===== src/rtl/rsa_pkg.sv =====
// Shared defaults, FSM encoding and latency constants for the RSA decrypt engine.
package rsa_pkg;

  localparam int WIDTH_DEF  = 32;
  localparam int TAG_W_DEF  = 5;
  localparam int MODMUL_LAT = WIDTH_DEF + 1;
  localparam int MODEXP_LAT = 1 + (WIDTH_DEF + 1) * (WIDTH_DEF + 2);

  typedef enum logic [1:0] {
    IDLE   = 2'd0,
    REDUCE = 2'd1,
    EXP    = 2'd2,
    DONE   = 2'd3
  } state_t;

endpackage


===== src/rtl/rsa_mod_mul.sv =====
// MSB-first interleaved modular multiplier: p = a*b mod n, WIDTH+1 cycles start->done.
module rsa_mod_mul
  import rsa_pkg::*;
#(
  parameter int WIDTH = WIDTH_DEF
) (
  input  logic             clk,
  input  logic             rst,
  input  logic             start,
  input  logic [WIDTH-1:0] a,
  input  logic [WIDTH-1:0] b,
  input  logic [WIDTH-1:0] n,
  output logic             done,
  output logic [WIDTH-1:0] p
);

  localparam int RW = WIDTH + 2;
  localparam int CW = $clog2(WIDTH + 1);
  localparam logic [CW-1:0] STEPS = CW'(WIDTH);

  logic [WIDTH-1:0] a_reg, b_reg, n_reg;
  logic [RW-1:0]    r_reg;
  logic [CW-1:0]    cnt_reg;
  logic             busy_reg, done_reg;

  logic [RW-1:0] n_ext, add_val, r_dbl, r_sub1, r_next;

  // 2r + a < 3n, so two conditional subtractions always bring r back below n
  always_comb begin
    n_ext   = {2'b00, n_reg};
    add_val = b_reg[WIDTH-1] ? {2'b00, a_reg} : '0;
    r_dbl   = (r_reg << 1) + add_val;
    r_sub1  = (r_dbl >= n_ext) ? r_dbl - n_ext : r_dbl;
    r_next  = (r_sub1 >= n_ext) ? r_sub1 - n_ext : r_sub1;
  end

  always_ff @(posedge clk or posedge rst) begin
    if (rst) begin
      a_reg    <= '0;
      b_reg    <= '0;
      n_reg    <= '0;
      r_reg    <= '0;
      cnt_reg  <= '0;
      busy_reg <= 1'b0;
      done_reg <= 1'b0;
    end else begin
      done_reg <= 1'b0;
      if (start) begin
        a_reg    <= a;
        b_reg    <= b;
        n_reg    <= n;
        r_reg    <= '0;
        cnt_reg  <= STEPS;
        busy_reg <= 1'b1;
      end else if (busy_reg) begin
        r_reg   <= r_next;
        b_reg   <= b_reg << 1;
        cnt_reg <= cnt_reg - 1'b1;
        if (cnt_reg == CW'(1)) begin
          busy_reg <= 1'b0;
          done_reg <= 1'b1;
        end
      end
    end
  end

  assign done = done_reg;
  assign p    = r_reg[WIDTH-1:0];

endmodule


===== src/rtl/rsa_modexp_decrypt.sv =====
// Fixed-latency RSA decrypt m = c^d mod n, right-to-left square-and-multiply over all WIDTH bits of d.
module rsa_modexp_decrypt
  import rsa_pkg::*;
#(
  parameter int WIDTH = WIDTH_DEF,
  parameter int TAG_W = TAG_W_DEF
) (
  input  logic             clk,
  input  logic             rst,
  input  logic             in_valid,
  output logic             in_ready,
  input  logic [WIDTH-1:0] in_n,
  input  logic [WIDTH-1:0] in_d,
  input  logic [WIDTH-1:0] in_c,
  input  logic [TAG_W-1:0] in_tag,
  output logic             out_valid,
  input  logic             out_ready,
  output logic [WIDTH-1:0] out_m,
  output logic [TAG_W-1:0] out_tag,
  output logic             out_err
);

  localparam int IW = (WIDTH > 1) ? $clog2(WIDTH) : 1;
  localparam logic [IW-1:0] LAST_BIT = IW'(WIDTH - 1);

  state_t           state_reg;
  logic [WIDTH-1:0] n_reg, d_reg, c_reg, base_reg, result_reg;
  logic [TAG_W-1:0] tag_reg;
  logic [IW-1:0]    i_reg;
  logic             start_reg;
  logic             in_ready_reg, out_valid_reg, out_err_reg;
  logic [WIDTH-1:0] out_m_reg;
  logic [TAG_W-1:0] out_tag_reg;

  logic [WIDTH-1:0] mul_a [2];
  logic [WIDTH-1:0] mul_b [2];
  logic [WIDTH-1:0] mul_p [2];
  logic [1:0]       mul_done;
  logic             both_done;

  // During REDUCE both units compute 1*c mod n; in EXP unit 0 multiplies, unit 1 squares
  assign mul_a[0] = (state_reg == REDUCE) ? WIDTH'(1) : result_reg;
  assign mul_b[0] = (state_reg == REDUCE) ? c_reg : base_reg;
  assign mul_a[1] = (state_reg == REDUCE) ? WIDTH'(1) : base_reg;
  assign mul_b[1] = (state_reg == REDUCE) ? c_reg : base_reg;
  assign both_done = &mul_done;

  generate
    for (genvar gi = 0; gi < 2; gi++) begin : g_mul
      rsa_mod_mul #(.WIDTH(WIDTH)) u_mul (
        .clk   (clk),
        .rst   (rst),
        .start (start_reg),
        .a     (mul_a[gi]),
        .b     (mul_b[gi]),
        .n     (n_reg),
        .done  (mul_done[gi]),
        .p     (mul_p[gi])
      );
    end
  endgenerate

  always_ff @(posedge clk or posedge rst) begin
    if (rst) begin
      state_reg     <= IDLE;
      n_reg         <= '0;
      d_reg         <= '0;
      c_reg         <= '0;
      tag_reg       <= '0;
      base_reg      <= '0;
      result_reg    <= '0;
      i_reg         <= '0;
      start_reg     <= 1'b0;
      in_ready_reg  <= 1'b1;
      out_valid_reg <= 1'b0;
      out_m_reg     <= '0;
      out_tag_reg   <= '0;
      out_err_reg   <= 1'b0;
    end else begin
      start_reg <= 1'b0;
      case (state_reg)
        IDLE: begin
          if (in_valid) begin
            n_reg        <= in_n;
            d_reg        <= in_d;
            c_reg        <= in_c;
            tag_reg      <= in_tag;
            i_reg        <= '0;
            in_ready_reg <= 1'b0;
            if (in_n == '0) begin
              out_valid_reg <= 1'b1;
              out_m_reg     <= '0;
              out_err_reg   <= 1'b1;
              out_tag_reg   <= in_tag;
              state_reg     <= DONE;
            end else begin
              start_reg <= 1'b1;
              state_reg <= REDUCE;
            end
          end
        end
        REDUCE: begin
          if (both_done) begin
            base_reg   <= mul_p[0];
            result_reg <= (n_reg == WIDTH'(1)) ? '0 : WIDTH'(1);
            start_reg  <= 1'b1;
            state_reg  <= EXP;
          end
        end
        EXP: begin
          if (both_done) begin
            if (d_reg[i_reg]) result_reg <= mul_p[0];
            base_reg <= mul_p[1];
            if (i_reg == LAST_BIT) begin
              out_valid_reg <= 1'b1;
              out_m_reg     <= d_reg[i_reg] ? mul_p[0] : result_reg;
              out_err_reg   <= 1'b0;
              out_tag_reg   <= tag_reg;
              state_reg     <= DONE;
            end else begin
              i_reg     <= i_reg + 1'b1;
              start_reg <= 1'b1;
            end
          end
        end
        DONE: begin
          if (out_ready) begin
            out_valid_reg <= 1'b0;
            in_ready_reg  <= 1'b1;
            state_reg     <= IDLE;
          end
        end
        default: state_reg <= IDLE;
      endcase
    end
  end

  assign in_ready  = in_ready_reg;
  assign out_valid = out_valid_reg;
  assign out_m     = out_m_reg;
  assign out_tag   = out_tag_reg;
  assign out_err   = out_err_reg;

endmodule


===== config.mk =====
export PLATFORM = sky130hd
export DESIGN_NAME = rsa_modexp_decrypt
export DESIGN_NICKNAME = d
export VERILOG_FILES = /design/src/rtl/rsa_pkg.sv /design/src/rtl/rsa_mod_mul.sv /design/src/rtl/rsa_modexp_decrypt.sv
export SDC_FILE = /design/constraint.sdc
export NUM_CORES = 2
export LEC_CHECK = 0
export BUFFER_PORTS_ARGS = -buffer_cell sky130_fd_sc_hd__buf_4
export CORE_UTILIZATION = 30
export DETAILED_ROUTE_END_ITERATION = 16
export GPL_ROUTABILITY_DRIVEN = 1
export PLACE_DENSITY = 0.55
export SLEW_MARGIN = 20
export SYNTH_ARGS = -nofsm -noshare
export SYNTH_HDL_FRONTEND = slang
export SYNTH_SLANG_ARGS = --single-unit

===== constraint.sdc =====
create_clock -name clk -period 18.5 [get_ports clk]
set_input_delay 3.7 -clock clk [delete_from_list [all_inputs] [get_ports clk]]
set_output_delay 3.7 -clock clk [all_outputs]
set_load 0.05 [all_outputs]

# --- After elaboration in Yosys (flattened, before gate mapping) ---
# Cells that the tools add are included.
op_classes:
  addsub: 9
  n_lt_le_gt_ge: 5
  n_eq_ne: 14
  n_mux: 82
  n_reduce_logical: 16
ops:
  columns: ["cell", "n"]
  rows:
  - ["$mux W32", 18]
  - ["$mux W33", 6]
  - ["$pmux W32 S2", 3]
  - ["$ge A34 B32 Y1", 4]
  - ["$add A34 B32 Y34", 2]
  - ["$mux W34", 2]
  - ["$sub A34 B32 Y34", 2]
  - ["$sub A33 B32 Y33", 2]
  - ["$mux W5", 7]
  - ["$eq A32 B1 Y1 const B", 1]
  - ["$logic_not A32 Y1", 1]
  - ["$mux W1", 28]
  - ["$mux W6", 4]
  - ["$pmux W5 S2", 2]
  - ["$ne A2 B2 Y1 const B", 7]
  - ["$eq A6 B1 Y1 const B", 2]
  - ["$mux W2", 6]
  - ["$sub A6 B1 Y6 const B", 2]
  - ["$reduce_and A5 Y1", 2]
  - ["$reduce_bool A2 Y1", 5]
  - ["$pmux W2 S4", 1]
  - ["$lt A5 B6 Y1 const B", 1]
  - ["$pmux W1 S3", 2]
  - ["$reduce_and A3 Y1", 2]
  - ["11 further kinds", 14]
totals:
  reg_bits: 455
  input_bits: 105
  word_cells: 153

# --- Longest topological paths before layout ---
logic_depth:
  ltp_word: 8
  depth_mapped: 40

# --- Hierarchy ---
# Synthesis repeated with hierarchy kept, for this count alone.
hier_totals:
  hier_cells: 3720
  area_unflattened_um2: 34174.0
by_module_without_submodules:
  columns: ["module", "n_inst", "cells_per_inst", "area_each_um2", "seq_area_each_um2"]
  rows:
  - ["rsa_mod_mul at g_mul[0].u_mul", 1, 1371, 11766.3, 3428.3]
  - ["rsa_mod_mul at g_mul[1].u_mul", 1, 1368, 11674.9, 3428.3]
  - ["rsa_modexp_decrypt", 1, 981, 10732.8, 5331.4]

# --- Least setup slack after synthesis ---
# OpenSTA, ideal clock, no wires.
synth_path:
  kind: "reg2reg"
  from: "reg g_mul[0].u_mul.b_reg[31]"
  to: "reg g_mul[0].u_mul.r_reg[0]"
  arrival_time_ns: 7.923
  required_time_ns: 18.374
  path_slack_ns: 10.450
  path_stages_with_launch: 39
  n_path_buf: 6
  synth_period_minus_slack_ns: 8.050
  path_cell_list: "dfrtp_1 -> clkbuf_1 -> and2_1 -> ha_1 -> fa_1 -> a21oi_1 -> nor2_1 -> o31ai_2 -> a21oi_1 -> a21oi_1 -> o21bai_1 -> a21oi_1 -> xnor2_1 -> ha_1 -> buf_2 -> nand4_1 -> nor4_2 -> o31ai_1 -> [... 3 more ...] -> a31oi_1 -> nand3b_1 -> buf_2 -> mux2_2 -> ha_1 -> clkbuf_1 -> a21o_1 -> a221oi_1 -> o21ai_0 -> nand2_1 -> nand4_1 -> a21o_1 -> o21ai_0 -> a31oi_1 -> or4_1 -> buf_4 -> buf_4 -> a311o_1"
synth_via:
  elab_chain_len: 8
  word_cells_on_any_way: 10
  cone_classes: "add/sub (3); order compare (2); mux (5)"
synth_rtl:
  columns: ["element", "line", "text"]
  rows:
  - ["start, declared", "rsa_mod_mul.sv:21", "logic [WIDTH-1:0] a_reg, b_reg, n_reg;"]
  - ["start signal, assigned", "rsa_mod_mul.sv:57", "b_reg <= b_reg << 1;"]
  - ["$mux W32 (*)", "rsa_mod_mul.sv:31", "add_val = b_reg[WIDTH-1] ? {2'b00, a_reg} : '0;"]
  - ["$add A34 B32 Y34 (*)", "rsa_mod_mul.sv:32", "r_dbl = (r_reg << 1) + add_val;"]
  - ["$sub A34 B32 Y34 / $ge A34 B32 Y1 (equally long branches)", "rsa_mod_mul.sv:33", "r_sub1 = (r_dbl >= n_ext) ? r_dbl - n_ext : r_dbl;"]
  - ["$mux W34 (*)", "rsa_mod_mul.sv:33", null]
  - ["$sub A33 B32 Y33 / $ge A34 B32 Y1 (equally long branches)", "rsa_mod_mul.sv:34", "r_next = (r_sub1 >= n_ext) ? r_sub1 - n_ext : r_sub1;"]
  - ["$mux W33 (*)", "rsa_mod_mul.sv:34", null]
  - ["$mux W33 (*)", "rsa_mod_mul.sv:55", "end else if (busy_reg) begin"]
  - ["$mux W33 (*)", "rsa_mod_mul.sv:48", "if (start) begin"]
  - ["end signal, assigned", "rsa_mod_mul.sv:56", "r_reg <= r_next;"]
  - ["end, declared", "rsa_mod_mul.sv:22", "logic [RW-1:0] r_reg;"]
# Every way passes the cells marked *; elsewhere a longest branch is shown, timed or not. The select of a mux whose other input is x is not followed.
# A chain may end at the register's enable or synchronous reset.

# --- Worst setup path after layout ---
layout_path:
  from: "reg g_mul[1].u_mul.b_reg[31]"
  to: "reg g_mul[1].u_mul.r_reg[20]"
layout_via:
  elab_chain_len: 8
  word_cells_on_any_way: 10
  cone_classes: "add/sub (3); order compare (2); mux (5)"
layout_rtl:
  columns: ["element", "line"]
  rows:
  - ["start, declared", "rsa_mod_mul.sv:21"]
  - ["start signal, assigned", "rsa_mod_mul.sv:57"]
  - ["$mux W32 (*)", "rsa_mod_mul.sv:31"]
  - ["$add A34 B32 Y34 (*)", "rsa_mod_mul.sv:32"]
  - ["$sub A34 B32 Y34 / $ge A34 B32 Y1 (equally long branches)", "rsa_mod_mul.sv:33"]
  - ["$mux W34 (*)", "rsa_mod_mul.sv:33"]
  - ["$sub A33 B32 Y33 / $ge A34 B32 Y1 (equally long branches)", "rsa_mod_mul.sv:34"]
  - ["$mux W33 (*)", "rsa_mod_mul.sv:34"]
  - ["$mux W33 (*)", "rsa_mod_mul.sv:55"]
  - ["$mux W33 (*)", "rsa_mod_mul.sv:48"]
  - ["end signal, assigned", "rsa_mod_mul.sv:56"]
  - ["end, declared", "rsa_mod_mul.sv:22"]
# Marked as above.

==> out/metrics.yaml <==
via_count: 26400
ys_seq_area_frac: 0.361
crit_path_start_kind: "flop"
pwr_density_cell_nw_per_um2: 62.4
dominantRegCellSynth: "dfrtp_1"
synth_top_area_frac: 0.360
place.gp.congestion: 0.928
cts_setup_buffers: 0
crit_slowest_cell: "and3_1"
clk_latency_ns: 0.65
timing.fmax_mhz: 100
layout.nets: 3829
max_cap_violations: 0
routed_wl_microns: 104000
setup.worst_path.end_class: "flop"
syn_to_final_growth_pct: 14.5
numCtsBuffers: 54
critPathMaxFanout: 31
yosysWarnings: 0
cts_buffer_depth: 3
grt_overflow: 0
drc: 0
status: "finished clean"
synth_fp_nets: 3773
fin_skew_ns: 0.0423
synthesis.area_sq_um: 31600
start_util: 0.304
ys_top_cells_by_area: "dfrtp_1 (36%), ha_1 (7.9%), mux2_2 (5.6%)"
hpwl_microns: 77000
drt_iter0_drc: 1737
largest_reg_flops: 66
regToRegSetupSlack_ns: 8.53
cp.required_ns: 19.00
wire_per_inst_microns: 21.0
cts_tree: "done"
worst-endpoint-arrival_ns: 10.47
slew_headroom: 0.313
synth_top_area_cell: "dfrtp_1"
setup_tns_ns: 0
synthArstFlopShare: 1.00
power.leakage_nw: 17.2
antenna_found_initial: 2
slew_violations: 0
grt_usage: 0.191
diodes: 0
die_y_microns: 326
syn_inst: 3462
firstDrtPassIters: 6
portBuffers: 144
clockRootBuffer: "clkbuf_16"
avgSynthCellArea_sq_um: 9.12
clk_pin_slew_ns: 0.07
grt_pass1_vias: 26200
grt_first_pass_wirelength_microns: 159000
cp_slowest_stage_delay_ns: 0.66
criticalPathCategory: "reg2reg"
synth-seq-cells: 455
dieWidth_microns: 326
dpl-instance-area_sq_um: 34000
grt_start_max_net_pins: 185
cts_max_level: 2
cts_sinks: 455
antenna_left: 0
period_share: 0.539
ioPinCount: 145
hold_buffers: 0
drive_above_1_share: 0.143
synth_edf_count: 0
rsz0062_at_grt: "no"
fin_area_sq_um: 36100
coreArea_sq_um: 104000
hold_violations: 0
rows: 118
hp-class: "reg2reg"
ctsResizeCount: 0
worstMarginPinSlew_ns: 1.01
finalCriticalPeriod_ns: 9.97
peakVddDrop_mv: 0.0581
ys_types: 101
via_per_inst: 5.34
die_area_sq_um: 106000
finalSetupViolCount: 0
-- kinds of logic after synthesis --
kind of cell,Yosys count,synth area share
multiplexers,286,0.101
adder cells (fa/ha/maj),206,0.0831
AO/OA/AOI/OAI,1013,0.212
AND/OR/NAND/NOR,979,0.151
XOR/XNOR,175,0.0488
buffers and inverters,348,0.0434
flip-flops,455,0.361
-- per-stage QoR --
stage / power (mW) / worst slack, ns / util / hold WS (ns) / instances
after floorplan: 1.03 / 2.12 / - / 0.441 / 3462
after global placement: 1.06 / 8.91 / 0.327 / 0.457 / 4839
after detailed placement: 1.06 / 8.71 / 0.327 / 0.463 / 4839
after CTS: 2.28 / 8.64 / 0.347 / 0.478 / 4940
after global routing: 2.32 / 7.81 / 0.348 / 0.497 / 4943
final: 2.26 / 8.53 / 0.348 / 0.480 / 4943
-- placed cells by master, fill, tap and decap left out, types with 9 or more instances in the layout --
cell,instances
dfrtp_1,451
nand2_1,360
o21ai_0,252
a21oi_1,203
ha_1,198
buf_4,176
nor2_1,165
inv_1,164
mux2_2,158
mux2i_1,116
xnor2_1,114
and2_1,102
a211oi_1,94
a21o_1,86
a31oi_1,86
nand2b_1,60
xor2_1,60
nor2b_1,55
clkbuf_16,54
nand3_1,51
nor3_1,46
nor4_1,41
o21bai_1,39
a311oi_1,33
a22oi_1,29
nand4_1,26
and3_1,23
o21a_1,20
o211ai_1,18
clkbuf_8,14
or3_1,12
bufinv_16,11
mux4_2,10
o31ai_1,10
a211o_1,9
-- power breakdown --
group          leakage [nW]  internal (mW)  total [mW]  switching, mW
registers              6.29          0.995       0.995              0
clock network         0.988          0.750        1.22          0.468
logic                  9.96         0.0164      0.0424         0.0260
total                  17.2           1.76        2.26          0.494
-- worst paths after layout --
check | endpoint | from | cells past startpoint
worst min register to register | g_mul[1].u_mul.b_reg[0] | g_mul[1].u_mul.b_reg[0] | 1
worst min-delay path | g_mul[1].u_mul.b_reg[0] | g_mul[1].u_mul.b_reg[0] | 1
worst max-delay path | g_mul[1].u_mul.r_reg[20] | g_mul[1].u_mul.b_reg[31] | 32
worst max register to register | g_mul[1].u_mul.r_reg[20] | g_mul[1].u_mul.b_reg[31] | 32
max in group asynchronous | n_reg[1] | rst | 4
min in group asynchronous | c_reg[12] | rst | 2
-- Yosys cell counts (all sizes together) (12+ instances only) --
cell type and n:
dfrtp 454, nand2 362, o21ai 262, a21oi 204, ha 200, nor2 166
inv 165, mux2 159, clkbuf 143, mux2i 117, xnor2 115, and2 102
a211oi 98, a21o 87, a31oi 86, nand2b 60, xor2 60, nor2b 56
nand3 52, nor3 48, nor4 43, o21bai 40, buf 38, a311oi 34
a22oi 29, nand4 26, and3 23, o21a 21, a2111oi 19, o211ai 19
or3 12
-- critical path, delay by kind of cell (launching register included) --
family          cells  cell delay, ns
xor+xnor            1            0.26
simple gates        7            1.82
compound gates     18            5.14
buf+inv             1            0.29
fa+ha+maj           4            1.42
mux                 1            0.35
flops               1            0.46
-- layout make-up --
cell class / instances / area (sq um)
Sequential cell: 455 / 11400
Clock inverter: 30 / 514
Fill cell: 10800 / 67800
Timing Repair Buffer: 181 / 1440
Multi-Input combinational cell: 2659 / 18900
Clock buffer: 71 / 1560
Inverter: 167 / 634
Tap cell: 1380 / 1730
-- per-layer routing --
| metal | track usage | share of wire | up-vias |
|---|---|---|---|
| li1 | - | - | 12700 |
| met1 | 0.247 | 0.44 | 13000 |
| met3 | 0.0234 | 0.036 | 178 |
| met5 | 0 | 0.00035 | - |
| met2 | 0.325 | 0.48 | 543 |
| met4 | 0.0735 | 0.040 | 4 |
Note: power is estimated with default switching activity, not from simulation.
